--- src/rtl/prbs_gen_param.sv ---
// prbs_gen_param: replays a preamble word n_repeats times, then streams PRBS7/15/23/31 words over valid/ready
// Ports: clk, rst_n (async active-low); start/stop pulses (stop wins); poly_sel, seed, pattern_in, n_repeats sampled on start;
//        out_ready in; out_valid, prbs_out[DATA_W], busy, in_prbs out.
// Build option: define PRBS_ERR_INJ_EN to add inj_err, a one-shot bit-0 flip of the next PRBS word.
module prbs_gen_param #(
  parameter int DATA_W    = 8,
  parameter int PATTERN_W = 32,
  parameter int REPEAT_W  = 8
) (
  input  logic                 clk,
  input  logic                 rst_n,
  input  logic                 start,
  input  logic                 stop,
  input  logic [1:0]           poly_sel,
  input  logic [30:0]          seed,
  input  logic [PATTERN_W-1:0] pattern_in,
  input  logic [REPEAT_W-1:0]  n_repeats,
  input  logic                 out_ready,
`ifdef PRBS_ERR_INJ_EN
  input  logic                 inj_err,
`endif
  output logic                 out_valid,
  output logic [DATA_W-1:0]    prbs_out,
  output logic                 busy,
  output logic                 in_prbs
);
  localparam int K  = PATTERN_W / DATA_W;
  localparam int IW = K > 1 ? $clog2(K) : 1;
  typedef enum logic [1:0] {IDLE, PREAMBLE, PRBS} state_t;
  state_t state, state_nx;
  logic [1:0] poly;
  logic [30:0] lfsr, lfsr_nx, seed_m;
  logic [PATTERN_W-1:0] pattern;
  logic [REPEAT_W-1:0] n_rep, rep;
  logic [IW-1:0] idx;
  logic [DATA_W-1:0] prbs_word, inj_mask;
  logic accept, wrap, last_word, go;
  function automatic logic [30:0] len_mask(input logic [1:0] p);
    return p == 2'd0 ? 31'h7F : p == 2'd1 ? 31'h7FFF : p == 2'd2 ? 31'h7F_FFFF : 31'h7FFF_FFFF;
  endfunction
  function automatic logic [30:0] step(input logic [30:0] s, input logic [1:0] p);
    logic fb;
    fb = p == 2'd0 ? s[6] ^ s[5] : p == 2'd1 ? s[14] ^ s[13] : p == 2'd2 ? s[22] ^ s[17] : s[30] ^ s[27];
    return {s[29:0], fb} & len_mask(p);
  endfunction
  // DATA_W LFSR steps unrolled; the first generated bit lands in the MSB
  always_comb begin
    prbs_word = '0;
    lfsr_nx = lfsr;
    for (int i = 0; i < DATA_W; i++) begin
      lfsr_nx = step(lfsr_nx, poly);
      prbs_word[DATA_W-1-i] = lfsr_nx[0];
    end
  end
  assign accept    = out_valid & out_ready;
  assign wrap      = idx == IW'(K - 1);
  assign last_word = wrap && (rep + 1'b1) == n_rep;
  assign go        = state == IDLE && start && !stop;
  assign seed_m    = |(seed & len_mask(poly_sel)) ? seed & len_mask(poly_sel) : len_mask(poly_sel);
  always_comb begin
    state_nx = stop ? IDLE
             : go ? (|n_repeats ? PREAMBLE : PRBS)
             : (state == PREAMBLE && accept && last_word) ? PRBS
             : state;
  end
  always_ff @(posedge clk or negedge rst_n)
    if (!rst_n) state <= IDLE;
    else state <= state_nx;
  always_ff @(posedge clk or negedge rst_n)
    if (!rst_n) begin
      poly    <= '0;
      lfsr    <= '1;
      pattern <= '0;
      n_rep   <= '0;
      rep     <= '0;
      idx     <= '0;
    end else if (go) begin
      poly    <= poly_sel;
      lfsr    <= seed_m;
      pattern <= pattern_in;
      n_rep   <= n_repeats;
      rep     <= '0;
      idx     <= '0;
    end else if (accept && state == PREAMBLE) begin
      idx <= wrap ? '0 : idx + 1'b1;
      rep <= wrap ? rep + 1'b1 : rep;
    end else if (accept && state == PRBS) begin
      lfsr <= lfsr_nx;
    end
`ifdef PRBS_ERR_INJ_EN
  logic armed;
  // armed survives the preamble and clears only once the corrupted PRBS word is taken
  always_ff @(posedge clk or negedge rst_n)
    if (!rst_n) armed <= 1'b0;
    else armed <= (armed & ~(accept && state == PRBS)) | inj_err;
  assign inj_mask = DATA_W'(armed);
`else
  assign inj_mask = '0;
`endif
  assign out_valid = state != IDLE;
  assign busy      = state != IDLE;
  assign in_prbs   = state == PRBS;
  assign prbs_out  = state == PRBS ? prbs_word ^ inj_mask
                   : state == PREAMBLE ? pattern[int'(idx)*DATA_W +: DATA_W]
                   : '0;
endmodule
--- config.mk ---
export PLATFORM = sky130hd
export DESIGN_NAME = prbs_gen_param
export DESIGN_NICKNAME = d
export VERILOG_FILES = /design/src/rtl/prbs_gen_param.sv
export SDC_FILE = /design/constraint.sdc
export NUM_CORES = 1
export LEC_CHECK = 0
export ABC_AREA = 1
export BUFFER_PORTS_ARGS = -buffer_cell sky130_fd_sc_hd__buf_4
export CORE_MARGIN = 2
export CORE_UTILIZATION = 50
export CTS_CLUSTER_SIZE = 14
export DETAILED_ROUTE_END_ITERATION = 10
export GPL_TIMING_DRIVEN = 0
export PLACE_DENSITY = 0.83
export SLEW_MARGIN = 15
export SYNTH_ARGS = -nofsm -noshare
export SYNTH_HDL_FRONTEND = slang
export SYNTH_SLANG_ARGS = --single-unit
--- constraint.sdc ---
create_clock -name clk -period 2.25 [get_ports clk]
set_input_delay 0.45 -clock clk [delete_from_list [all_inputs] [get_ports clk]]
set_output_delay 0.45 -clock clk [all_outputs]
set_load 0.1 [all_outputs]
; ---- Word level (Yosys, flattened, before mapping)
; Cells that the tools add are included.
[op_classes]
add_sub_neg = 2
eq_ne = 9
n_shift = 1
n_mux = 46
bitwise = 42
n_reduce_logical = 19
[ops]
columns = operator, count
row1 = 31-bit 2-to-1 mux, 10
row2 = 31-bit AND, 9
row3 = 8-bit 2-to-1 mux, 5
row4 = 32-bit by 6-bit variable part select with 8-bit output, 1
row5 = 1-bit XOR, 32
row6 = 31-bit OR reduction, 1
row7 = 1-bit 2-to-1 mux, 24
row8 = 2-bit 2-to-1 mux, 7
row9 = "8-bit by 1-bit adder with 8-bit output, second input constant", 1
row10 = "2-bit equality test, second input constant", 4
row11 = 8-bit equality test, 1
row12 = 2-bit nonzero test, 4
row13 = 8-bit OR reduction, 1
row14 = "2-bit by 1-bit equality test with 1-bit output, second input constant", 3
row15 = 1-bit logical AND, 6
row16 = 2-bit logical NOT, 3
row17 = 2-bit AND reduction, 2
row18 = 3-bit nonzero test, 1
row19 = "2-bit by 1-bit adder with 2-bit output, second input constant", 1
row20 = "2-bit inequality test, second input constant", 1
row21 = 1-bit AND, 1
row22 = 1-bit logical NOT, 1
[totals]
ff_bits = 85
input_bits = 78
out_inout_bits = 11

; ---- Longest topological paths before layout
; Gate-level depths: netlist of the first run.
[depth]
depth_word = 43
mapped_depth = 13
depth_no_buf = 13

; ---- Worst setup path before layout of the first run
; No wires, ideal clock.
[synth_timing]
path_type = flip-flop to output port
from = register state[0]
to = output prbs_out[6]
t_arrival_ps = 3298
required_ps = 1800
slack_ps = -1498
stages_incl_launch_ff = 4
path_buffers = 0
cell_sequence = dfrtp_1 -> nor2_4 -> inv_2 -> o21ai_0
[synth_between]
elab_cells_between_ends = 4
classes_between = 2 x eq/ne / 2 x mux
[synth_lines]
columns = item, line_no
row1 = "start, declared", 30  ; state_t state, state_nx;
row2 = "start signal, assigned", 68  ; else state <= state_nx;
row3 = 2-bit equality test, --
row4 = via in_prbs, 25  ; output logic in_prbs
row5 = 8-bit 2-to-1 mux, 103  ; assign prbs_out = state == PRBS ? prbs_word ^ inj_mask
row6 = "end, declared", 23  ; output logic [DATA_W-1:0] prbs_out,
; The timed path passes the listed nets, and every way through them passes these cells.

; ---- Final worst setup path of the first run
[layout_timing]
from = register lfsr[21]
to = output prbs_out[0]
[layout_between]
elab_chain_cells = 15
[layout_rtl]
columns = item, line_no
row1 = "start, declared", 32  ; logic [30:0] lfsr, lfsr_nx, seed_m;
row2 = "start signal, assigned", 79  ; lfsr <= seed_m;
row3 = "start signal, assigned", 88  ; lfsr <= lfsr_nx;
row4 = 31-bit AND, 44  ; return {s[29:0], fb} & len_mask(p);
row5 = 1-bit XOR, 43  ; fb = p == 2'd0 ? s[6] ^ s[5] : p == 2'd1 ? s[14] ^ s[13] : p == 2'd2 ? s[22] ^ s[17] : s[30] ^ s[27];
row6 = 1-bit 2-to-1 mux (3 in a row), 43
row7 = 31-bit AND (6 in a row), 44
row8 = 1-bit XOR, 43
row9 = 1-bit 2-to-1 mux, 43
row10 = 31-bit AND, 44
row11 = 8-bit 2-to-1 mux, 103
; No other way between the ends.

==> results of run 1 <==
[flip-flops by register name (all words and copies together) (netlist names)]
| name | flops |
|---|---|
| poly | 2 |
| pattern | 32 |
| rep | 8 |
| lfsr | 31 |
| state | 2 |
| idx | 2 |
| n_rep | 8 |
[through the flow]
step | power, W | hold slack [ns]
5_1_grt | 0.00782 | 0.180
3_3_place_gp | 0.00525 | 0.455
4_1_cts | 0.00713 | 0.257
6_report | 0.00744 | 0.120
2_1_floorplan | 0.00450 | 0.154
3_5_place_dp | 0.00530 | 0.459
[per-layer routing]
layer  up-vias  GRT usage  share of wire
met5         -          0              0
met4         0     0.0799          0.027
met3        45     0.0594          0.088
met2       282      0.450           0.46
met1      2595      0.392           0.42
li1       2642          -              -
[layout make-up]
type / count / area [um2] / area share
clock inverter: 7 / 103 / 0.0153
inverter: 99 / 383 / 0.0570
buffer: 24 / 148 / 0.0220
clock buffer: 9 / 124 / 0.0184
tap: 136 / 170 / 0.0253
multi-input combinational: 541 / 2700 / 0.402
timing repair buffer: 107 / 925 / 0.138
sequential: 85 / 2170 / 0.323
[cells by family after synthesis]
logic type                 Yosys count  share of synthesized area
buffers and inverters              123                     0.0975
DFF                                 85                      0.419
and+or+nand+nor                    404                      0.329
AOI/OAI and AO/OA                  130                      0.142
xor gates and xnor gates             5                    0.00847
adders and majority gates            2                    0.00484
[critical path, delay by kind of cell (launching register included)]
family | cells | cell delay (ns)
xor+xnor | 1 | 0.12
buf+inv | 1 | 0.16
compound gates | 1 | 0.29
flops | 1 | 0.59
simple gates | 5 | 0.50
[what timing repair did]
action	in CTS	in global routing
buffers inserted	12	7
endpoints found under the setup margin	8	8
gates resized for setup	71	21
pin swaps	14	15
hold buffers	0	0
[how the worst max path moves through the flow]
stage	start	to	slack [ns]	cells after the start
global route	lfsr[21]$_DFFE_PN1P_	prbs_out[0]	-0.33	8
floorplan	state[0]$_DFFE_PN0P_	prbs_out[6]	-0.24	3
CTS	lfsr[21]$_DFFE_PN1P_	prbs_out[0]	-0.19	8
global placement	poly[1]$_DFFE_PN0P_	prbs_out[0]	-0.22	11
detailed placement	poly[1]$_DFFE_PN0P_	prbs_out[0]	-0.23	11
finish	lfsr[21]$_DFFE_PN1P_	prbs_out[0]	-0.24	8
[cells in the final DEF, fill, tap and decap left out, types with 2 or more instances in the layout]
cell	count
nand3_2	10
clkbuf_1	7
nand2_2	10
a21oi_1	41
nor2_2	5
o2111ai_2	2
clkbuf_8	9
xnor2_1	4
o22ai_1	12
buf_12	9
dfrtp_2	2
a32o_1	3
buf_2	7
o211ai_1	4
inv_1	80
nand4_1	9
ha_1	2
nor2_4	7
inv_6	2
o21ai_4	2
inv_4	3
dfrtp_1	52
nor2_1	29
nand2_4	5
nand2_1	271
o32ai_1	2
nor4_1	2
bufinv_16	2
o21ai_0	48
inv_2	15
nand3_1	49
a22oi_1	3
o21ai_1	7
buf_4	95
clkbuf_2	4
buf_6	8
dfstp_2	31
nand3b_1	2
or2_2	3
[power groups by stage]
stage	clock network, W	registers (W)	logic [W]
6_report	0.00127	0.00259	0.00358
5_1_grt	0.00135	0.00262	0.00385
4_1_cts	0.00128	0.00253	0.00332
3_5_place_dp	0	0.00256	0.00274
3_3_place_gp	0	0.00255	0.00270
2_1_floorplan	0	0.00242	0.00208
==> flow_summary_export.csv, run 1 <==
group,metric,value,unit
outcome,outcome,"finished, violations left",
power,p_per_area,1110,nW/um2
power,p_switching,0.00333,W
job,cap_violations,0,
yosys,synth_most_common_cell,"nand2_1",
yosys,synth_common_cells,"nand2_1, inv_1, nand3_1",
timing,fin_ws,-0.236,ns
global_routing,grt_pass1_wl,24.8,mm
yosys,ys_warn_count,0,
global_routing,grt_pass1_vias,5010,
routing,remaining_drc_errors,0,
worst_setup_path,cp_slowest_cell,"dfstp_2",
yosys,synth_area,5170,um2
worst_setup_path,r2r_setup_slack,0.27,ns
timing,hold_viol_final,0,
placement,postPlaceCellArea,6020,um2
clock_network,clk_latency,0.37,ns
clock_network,clk_pin_slew,0.10,ns
routing,wl_per_cell,15.7,um
outcome,violations,"setup timing",
global_routing,antenna_found_initial,0,
timing,fin_crit,2.49,ns
yosys,synth_edf_count,0,
timing,tns,-0.950,ns
routing,ant_nets,0,
clock_network,cts_tree,"yes",
final_layout,fillCellCount,875,
yosys,synth.avg_cell_area,6.90,um2
final_layout,area_delta_synth_final,30.0,%
yosys,synth_area_leaders,"dfrtp_1, nand2_1, dfstp_2, inv_1, nand3_1",
yosys,syn-num-nets,829,
clock_network,clock_tree.root_cell,"clkbuf_8",
timing,fmax,402,MHz
routing,routed_wl,15.8,mm
yosys,ys_seq_area_frac,0.419,
worst_setup_path,cp.arrival,2.04,ns
die,core,10200,um2
power,power_frac_comb,0.482,
power,switching_share,0.448,
timing,tightest_slew,0.768,ns
worst_hold_path,hp-class,"in2async",
power,ir_drop,0.000560,V
timing,slew_viol_final,0,
routing,drtIter0Drc,683,
clock_network,cts_sinks,85,
final_layout,finish.utilization,0.660,
placement,place_ws,-0.234,ns
final_layout,final_cell_count_no_fill,1008,
timing,setup_viol,8,
die,io_pins,89,
worst_setup_path,setup.worst_path.start_class,"register",
placement,routabilityCongestion,0.970,
power,power.leakage,3.34,nW
die,die_w,106,um
final_layout,nNetsFinal,947,
clock_network,cts.path.max_buffers,2,
yosys,synth-seq-cells,85,
power,seqPwrFrac,0.348,
timing,rsz0062_at_grt,"true",
worst_setup_path,worstReg2RegEnd,"lfsr[12]$_DFFE_PN1P_",
yosys,ys_types,35,
yosys,syn_inst,749,
routing,vias,5564,
global_routing,grt_remaining_overflow,0,
die,rows,37,
routing,viasPerCell,5.52,
clock_network,cts_buffers,9,
final_layout,layout-drive-gt1-share,0.279,
placement,numPortBuffers,88,
worst_setup_path,worstPathCellList,"xnor2_1 > o211ai_1 > nand2_1 > nand2_1 > nand3_2 > nand3_2 > nand2_2 > buf_12",
yosys,synthFlopType,"dfrtp_1",
timing,skew,0.0190,ns
clock_network,h-tree-depth,3,
routing,dr.pass1.iters,6,
yosys,synth_top_area_frac,0.261,
placement,placed_cells,973,
final_layout,fin_area,6720,um2
worst_setup_path,worstSetupPathType,"reg2out",
yosys,yosys.area.top_type,"dfrtp_1",
final_layout,n_antenna_cell,0,
yosys,synthArstFlopShare,1.00,
worst_setup_path,rr_worst_depth,10,
die,die_height,106,um
die,start_util,0.508,
die,dieArea,11200,um2
power,clkPwrFrac,0.171,
worst_setup_path,crit_fanout,3,
worst_setup_path,timing.rr.start,"state[1]$_DFFE_PN0P_",
worst_setup_path,required,1.80,ns
worst_setup_path,cpPeakStageDelay,0.59,ns
timing,maxSlewHeadroom,0.488,
timing,min_period_over_period,1.10,
worst_setup_path,endpoint_kind,"output pin",
global_routing,grt_max_degree,86,
power,intPower,0.00411,W
global_routing,grt_usage,0.283,
placement,place_hpwl,10.8,mm
Note: power is estimated with default switching activity, not from simulation.
==> run 2, diff against run 1 <==
- TNS_END_PERCENT: not set -> 30
==> run 2 against run 1 <==
The flow still finishes with violations (setup timing). Global-route usage is 0.83 points lower. Setup slack better by 0.060 ns. Utilization is 1.2 points lower. Register-to-register slack better by 0.11 ns. Power is 2.4% lower. Sequential power hardly changed. Clock power is 3% lower. Cell area is 1.8% lower. First-iteration DRC count is 9.2% lower. Die area stayed put. Critical path type unchanged. Critical endpoint unchanged. Largest power group unchanged.
==> flow_summary_export.csv, run 2 (synthesis gave the netlist of run 1 again) <==
group,metric,value,unit
final_layout,fin_area,6600,um2
routing,dr.pass1.iters,5,
final_layout,n_antenna_cell,0,
final_layout,regMostFlops,"pattern",
clock_network,clock_tree.root_cell,"clkbuf_8",
outcome,violations,"setup timing",
outcome,outcome,"finished, violations left",
global_routing,antenna_found_initial,0,
timing,hold_viol_final,0,
worst_setup_path,cp.arrival,1.98,ns
worst_hold_path,hp-class,"in2async",
power,ir_drop,0.000467,V
worst_setup_path,required,1.80,ns
worst_setup_path,crit_fanout,3,
final_layout,multi_input_comb_area,2640,um2
clock_network,cts_tree,"yes",
global_routing,grt_usage,0.275,
power,power.leakage,3.31,nW
placement,place_ws,-0.196,ns
timing,skew,0.0183,ns
routing,routed_wl,15.2,mm
die,die_w,106,um
timing,rsz0062_at_grt,"true",
clock_network,cts.path.max_buffers,2,
timing,fmax,412,MHz
placement,routabilityCongestion,0.947,
worst_setup_path,cp_slowest_cell,"dfstp_2",
worst_setup_path,worstPathCellList,"xnor2_2 > o211ai_1 > nand2_1 > nand2_1 > nand3_2 > nand3_2 > nand2_2 > buf_12",
timing,fin_crit,2.43,ns
final_layout,area_delta_synth_final,27.7,%
routing,ant_nets,0,
timing,min_period_over_period,1.08,
final_layout,final_common_cell,"nand2_1",
routing,remaining_drc_errors,0,
clock_network,cts_hold_buf,0,
clock_network,cts_sinks,85,
timing,tns,-0.752,ns
timing,setup_viol,8,
timing,tightest_slew,1.08,ns
die,rows,37,
die,start_util,0.508,
final_layout,layout-drive-gt1-share,0.262,
placement,placed_cells,973,
final_layout,final_cell_count_no_fill,1005,
timing,slew_viol_final,0,
final_layout,largestRegisters,"pattern (32), lfsr (31)",
die,die_height,106,um
clock_network,h-tree-depth,3,
worst_setup_path,cpPeakStageDelay,0.58,ns
die,dieArea,11200,um2
timing,maxSlewHeadroom,0.282,
placement,place_hpwl,10.7,mm
worst_setup_path,setup.worst_path.start_class,"register",
final_layout,largest_register_ffs,32,
timing,fin_ws,-0.176,ns
placement,postPlaceCellArea,6010,um2
final_layout,final_cell_mix,"nand2_1, buf_4, inv_1, nand3_1, dfrtp_1",
final_layout,fillCellCount,869,
die,io_pins,89,
clock_network,clk_latency,0.37,ns
final_layout,seq_area,2170,um2
worst_setup_path,endpoint_kind,"output pin",
clock_network,cts_buffers,9,
final_layout,nNetsFinal,945,
routing,wl_per_cell,15.1,um
global_routing,grt_max_degree,86,
global_routing,grt_pass1_vias,5072,
final_layout,finish.utilization,0.648,
power,p_per_area,1100,nW/um2
placement,numPortBuffers,88,
global_routing,grt_remaining_overflow,0,
job,cap_violations,0,
routing,drtIter0Drc,620,
routing,vias,5514,
clock_network,clk_pin_slew,0.10,ns
routing,viasPerCell,5.49,
global_routing,grt_pass1_wl,24.3,mm
worst_setup_path,worstSetupPathType,"reg2out",
die,core,10200,um2
==> run 2: worst paths after layout <==
check,slack [ns],endpoint,cells after the start,start
worst min register to register,0.48,pattern[19]$_DFFE_PN0P_,2,pattern[19]$_DFFE_PN0P_
worst min-delay path,0.22,rep[2]$_DFFE_PN0P_,1,rst_n
worst max-delay path,-0.18,prbs_out[0],8,lfsr[21]$_DFFE_PN1P_
min in group clk,0.27,pattern[25]$_DFFE_PN0P_,3,pattern_in[25]
worst max register to register,0.38,lfsr[12]$_DFFE_PN1P_,10,state[1]$_DFFE_PN0P_
max in group asynchronous,1.24,idx[1]$_DFFE_PN0P_,1,rst_n
==> run 2: critical path, delay by kind of cell, from the launching register on <==
family                    cells  cell delay [ns]
xor gates and xnor gates      1             0.07
AOI/OAI and AO/OA             1             0.28
buffers and inverters         1             0.17
DFF                           1             0.58
and+or+nand+nor               5             0.50
==> run 2: power breakdown <==
group / internal [W] / switching [W] / leakage [nW]
registers: 0.00213 / 0.000457 / 1.01
logic: 0.00130 / 0.00215 / 2.20
clock network: 0.000633 / 0.000599 / 0.108
total: 0.00406 / 0.00320 / 3.31
==> run 2: metal layers <==
layer	global-route usage	wire length, um	vias up
met5	0	0	-
met3	0.0396	1250	44
met2	0.439	7160	286
met1	0.376	6330	2551
met4	0.110	420	0
li1	-	-	2633
==> run 2: cell type report <==
cell class | instances | area share
multi-input combinational | 541 | 0.399
sequential | 85 | 0.328
timing repair buffer | 105 | 0.134
inverter | 99 | 0.0570
tap | 136 | 0.0258
buffer | 24 | 0.0224
clock buffer | 9 | 0.0188
clock inverter | 6 | 0.0146
==> run 2: repair_timing <==
item                                    in CTS  in global routing
endpoints found under the setup margin       8                  8
pin swaps                                   13                 10
buffers inserted                            15                  2
resized for setup                           60                 15
==> run 2: metrics by stage <==
stage	total power, W	hold slack [ns]
final	0.00727	0.222
after global routing	0.00761	0.286
after CTS	0.00704	0.272
after detailed placement	0.00530	0.459
after global placement	0.00525	0.454
after floorplan	0.00448	0.154
